===== src/rtl/counter_pkg.sv =====
// Shared encodings for the parameterised counter: mode select and one-shot FSM states.
package counter_pkg;

    typedef enum logic [1:0] {
        MODE_WRAP    = 2'b00,
        MODE_SAT     = 2'b01,
        MODE_ONESHOT = 2'b10,
        MODE_RSVD    = 2'b11
    } mode_e;

    typedef enum logic [1:0] {
        ST_IDLE = 2'b00,
        ST_RUN  = 2'b01,
        ST_DONE = 2'b10
    } state_e;

endpackage


===== src/rtl/count_step.sv =====
// Combinational next-value for one count step: +/-1 with wrap or saturate,
// plus terminal detection for the current direction.
module count_step #(
    parameter int               WIDTH   = 4,
    parameter logic [WIDTH-1:0] MAX_VAL = {WIDTH{1'b1}}
) (
    input  logic [WIDTH-1:0] count,
    input  logic             up_dn,
    input  logic             wrap,
    output logic [WIDTH-1:0] next,
    output logic             at_term,
    output logic             hit
);

    logic [WIDTH-1:0] term;

    always_comb begin
        term    = up_dn ? MAX_VAL : '0;
        at_term = (count == term);
        if (up_dn)
            next = at_term ? (wrap ? '0 : MAX_VAL) : count + 1'b1;
        else
            next = at_term ? (wrap ? MAX_VAL : '0) : count - 1'b1;
        // A wrap away from the terminal never lands on it, so this covers WRAP and SAT alike.
        hit = !at_term && (next == term);
    end

endmodule


===== src/rtl/param_counter.sv =====
// Up/down counter with WRAP, SAT and ONESHOT modes; every output is a flop.
module param_counter
    import counter_pkg::*;
#(
    parameter int               WIDTH   = 4,
    parameter logic [WIDTH-1:0] MAX_VAL = {WIDTH{1'b1}}
) (
    input  logic             clk,
    input  logic             rst_n,
    input  logic             en,
    input  logic             up_dn,
    input  logic [1:0]       mode,
    input  logic             load,
    input  logic [WIDTH-1:0] load_val,
    input  logic             start,
    output logic [WIDTH-1:0] count,
    output logic             tc,
    output logic             busy,
    output logic             done
);

    mode_e            mode_q;
    state_e           state, state_nxt;
    logic [WIDTH-1:0] count_nxt, step_val, load_clamped;
    logic             tc_nxt, at_term, hit;

    assign mode_q       = mode_e'(mode);
    assign load_clamped = (load_val > MAX_VAL) ? MAX_VAL : load_val;

    count_step #(
        .WIDTH   (WIDTH),
        .MAX_VAL (MAX_VAL)
    ) u_step (
        .count   (count),
        .up_dn   (up_dn),
        .wrap    (mode_q != MODE_SAT),
        .next    (step_val),
        .at_term (at_term),
        .hit     (hit)
    );

    always_comb begin
        state_nxt = state;
        count_nxt = count;
        tc_nxt    = 1'b0;
        if (load) begin
            count_nxt = load_clamped;
            state_nxt = ST_IDLE;
        end else if (mode_q == MODE_ONESHOT) begin
            if (start) begin
                // Launching at the terminal finishes immediately.
                if (at_term) begin
                    state_nxt = ST_DONE;
                    tc_nxt    = 1'b1;
                end else begin
                    state_nxt = ST_RUN;
                end
            end else if (state == ST_RUN && en) begin
                if (at_term) begin
                    state_nxt = ST_DONE;
                    tc_nxt    = 1'b1;
                end else begin
                    count_nxt = step_val;
                    if (hit) begin
                        state_nxt = ST_DONE;
                        tc_nxt    = 1'b1;
                    end
                end
            end
        end else begin
            state_nxt = ST_IDLE;
            if (en) begin
                count_nxt = step_val;
                tc_nxt    = hit;
            end
        end
    end

    always_ff @(posedge clk or negedge rst_n) begin
        if (!rst_n) begin
            state <= ST_IDLE;
            count <= '0;
            tc    <= 1'b0;
            busy  <= 1'b0;
            done  <= 1'b0;
        end else begin
            state <= state_nxt;
            count <= count_nxt;
            tc    <= tc_nxt;
            busy  <= (state_nxt == ST_RUN);
            done  <= (state_nxt == ST_DONE);
        end
    end

endmodule

===== config.mk =====
export PLATFORM = sky130hd
export DESIGN_NAME = param_counter
export DESIGN_NICKNAME = d
export VERILOG_FILES = /design/src/rtl/counter_pkg.sv /design/src/rtl/count_step.sv /design/src/rtl/param_counter.sv
export SDC_FILE = /design/constraint.sdc
export NUM_CORES = 1
export LEC_CHECK = 0
export BUFFER_PORTS_ARGS = -buffer_cell sky130_fd_sc_hd__buf_2
export CORE_MARGIN = 8
export CORE_UTILIZATION = 46
export CTS_CLUSTER_DIAMETER = 120
export DETAILED_ROUTE_END_ITERATION = 6
export PLACE_DENSITY = 0.73
export SYNTH_ARGS = -nofsm -noshare
export SYNTH_HDL_FRONTEND = slang
export SYNTH_SLANG_ARGS = --single-unit

===== constraint.sdc =====
create_clock -name clk -period 1.8 [get_ports clk]
set_input_delay 0.09 -clock clk [delete_from_list [all_inputs] [get_ports clk]]
set_output_delay 0.09 -clock clk [all_outputs]
set_load 0.005 [all_outputs]

==> results.yml <==
finish:
  fillerInstances: 161
  fin_nets: 132
  fin_cells: 134
  synthToLayoutAreaGrowth_pct: 24.27
  finalInstanceArea_sq_um: 960.9
  antenna_cells: 0
  final_layout_size_suffix_gt1_share_pct: 33.33
synth:
  synth-simple-area-share_pct: 21.68
  ys_ff_latch: 9
  synth.mux.area_fraction_pct: 7.120
  netlist-cell-type-count: 39
  synth-edff-count: 0
  synth_compound_area_share_pct: 24.27
  synthXorXnorAreaFrac_pct: 4.531
  synth_ff_type: "dfrtp_1"
  postSynthCellCount: 90
  synth-adder-area-share_pct: 3.236
  ys_warn_count: 0
  synthesis.area_sq_um: 773.2
  postSynth.asyncResetShare_pct: 100.0
  yosysSeqAreaShare_pct: 29.13
  syn_area_per_cell_sq_um: 8.592
  synth_top_family_by_area: "compound AO/OA/AOI/OAI gates"
  synthesis.nets: 104
global_routing:
  grt_max_degree: 12
  antenna_found_initial: 0
  grt_pass1_wl_um: 3270
  grt.total_usage_pct: 11.99
  grt.overflow.total: 0
  grt_pass1_vias: 764
drt:
  drtIter0Drc: 25
  antenna_left: 0
  dr.pass1.iters: 4
  vias: 787
  viasPerCell: 5.873
  drt-total-wl_um: 1954
  drc: 0
  wl_per_cell_um: 14.58
die:
  die_area_sq_um: 3249
  std_cell_rows: 15
  die_w_um: 57
  die_y_um: 57
  io-pin-count: 19
  core_sq_um: 1652
  initial_core_util_pct: 46.82
clocking:
  htree_levels: 1
  cts_root_buf: "clkbuf_4"
  cts.path.max_buffers: 2
  numCtsBuffers: 3
  clkLatencyLatePin_ns: 0.25
  cts_tree: "done"
  clk_pin_slew_ns: 0.06
  cts_sinks: 9
timing:
  finalMaxSlewViolations: 0
  maxSlewHeadroom_pct: 76.92
  finalCritPeriodShare_pct: 105.4
  finalCriticalPeriod_ns: 1.898
  max_freq_mhz: 526.8
  setup_ws_ns: -0.09808
  setup_violations: 4
  worst_pin_slew_ns: 0.3455
  rsz0062_at_grt: "yes"
  hold_viol: 0
  skew_ns: 0.001354
critical_path:
  required_ns: 1.94
  path_class: "reg2reg"
  r2r_start: "count[0]$_DFFE_PN0P_"
  worst_path_max_delay_cell: "or4_4"
  worst_path_dominant_cell_family: "simple AND/OR/NAND/NOR gates"
  reg2reg_depth: 5
  worst-endpoint-arrival_ns: 2.04
  critPathLaunchType: "flip-flop"
  critPathMaxFanout: 4
  cp-end-kind: "flip-flop"
  reg2reg_to: "count[2]$_DFFE_PN0P_"
  slowest_delay_ns: 0.55
  startpoint: "count[0]$_DFFE_PN0P_"
  critical_path_depth: 5
  r2r_slack_ns: -0.1
  crit_end: "count[2]$_DFFE_PN0P_"
  path_cells: "or4_4 -> o221a_4 -> o21ai_4 -> nand2_2 -> mux2_4"
  path_buf_inv: 0
placed_design:
  hpwl_um: 1586
  portBuffers: 18
  placed_cell_area_sq_um: 894.6
  gp_congestion: 0.9177
  place_ws_ns: -0.07843
  dp.cells: 128
pwr:
  total_power_uw: 719.6
  ir_drop_mv: 0.3149
  power_density_nw_per_um2: 748.9
  leakagePower_nw: 0.4737
outcome:
  outcome: "finished with violations"
  violations: "negative setup slack"
min_path:
  hold_path.class: "in2reg"
job:
  max_cap_viol_count: 0
==> area by class of cell <==
| type | count | area (sq um) | share of cell area [%] |
|---|---|---|---|
| timing repair buffer | 28 | 167.7 | 17.45 |
| inverter | 7 | 26.28 | 2.734 |
| multi-input combinational | 69 | 493.0 | 51.30 |
| clock buffer | 4 | 26.28 | 2.734 |
| tap | 17 | 21.27 | 2.214 |
| sequential | 9 | 226.5 | 23.57 |
==> flip-flops by register name (all words and copies together) (netlist names) <==
| signal | flops |
|---|---|
| busy | 1 |
| count | 4 |
| done | 1 |
| state | 2 |
| tc | 1 |
==> layer usage <==
metal	global-route usage [%]	vias up	routed length (um)
li1	-	388	-
met2	17.36	27	844
met1	15.91	370	954
met4	6.711	0	21
met3	2.661	2	134
met5	0	-	0
==> tightest hold or removal path: cells and delay by family <==
kind	cells	cell delay (ns)
compound gates	1	0.06
buf+inv	1	0.09
simple gates	1	0.05
==> per-stage QoR <==
step                      TNS [ns]  hold slack, ns  utilization (%)
final                      -0.2506         0.08643            58.18
after global routing       -0.7688         0.09962            58.18
after CTS                  -0.1289         0.07824            56.82
after detailed placement   -0.1437        -0.05230            54.17
after global placement    -0.02120        -0.05832            54.17
after floorplan            -0.1045         -0.2056                -
==> worst min path at each step <==
stage | startpoint | end | cells after the start
5_1_grt | load_val[1] | count[1]$_DFFE_PN0P_ | 3
3_3_place_gp | rst_n | count[2]$_DFFE_PN0P_ | 1
4_1_cts | load_val[1] | count[1]$_DFFE_PN0P_ | 3
3_5_place_dp | rst_n | count[0]$_DFFE_PN0P_ | 1
6_report | load_val[1] | count[1]$_DFFE_PN0P_ | 3
2_1_floorplan | rst_n | busy$_DFF_PN0_ | 0
==> logic make-up (layout without fill, tap and decap cells) <==
kind of cell	after synthesis	in the layout
mux	5	5
compound gates	27	27
flops	9	9
fa+ha+maj	2	2
simple gates	31	31
buf+inv	12	39
xor+xnor	4	4
==> cell usage in the layout (no fill, tap or decap), drive strengths merged, types with 2 or more instances in the layout <==
cell type / synthesis / final
nor4: 4 / 4
nand3: 2 / 2
xnor2: 3 / 3
mux2i: 4 / 4
inv: 7 / 7
o21ai: 6 / 6
nand2: 11 / 11
a21oi: 5 / 5
clkbuf: 1 / 4
dfrtp: 9 / 9
nor2: 4 / 4
a31oi: 2 / 2
o41ai: 2 / 2
ha: 2 / 2
buf: 4 / 27
o22ai: 3 / 3
nand2b: 2 / 2
==> cells in the mapped netlist (2+ instances only) <==
master,number,share of area [%]
dfrtp_1,9,29
nand2b_1,2,1.6
ha_1,2,3.2
nor4_1,4,3.2
nand3_1,2,1.3
xnor2_1,3,3.4
buf_6,2,2.9
o21ai_0,5,3.2
a31oi_1,2,1.6
nand2_1,10,4.9
o22ai_1,3,2.4
nor2_1,4,1.9
o41ai_1,2,2.3
mux2i_1,4,5.2
a21oi_1,5,3.2
inv_1,7,3.4
buf_4,2,1.9
==> power breakdown <==
group / total, mW / leakage, nW / switching, mW / internal [mW]
clock network: 0.152 / 0.0150 / 0.0664 / 0.0852
registers: 0.233 / 0.115 / 0.0100 / 0.223
logic: 0.335 / 0.344 / 0.183 / 0.152
total: 0.720 / 0.474 / 0.260 / 0.460
==> repair_timing <==
item | in CTS | in global routing
endpoints found under the hold margin | 9 | 0
buffers inserted | 1 | 0
hold buffers | 1 | 0
pin swaps | 1 | 1
endpoints found under the setup margin | 6 | 9
gates cloned | 0 | 0
gates resized for setup | 1 | 3
(Power assumes the default switching activity.)
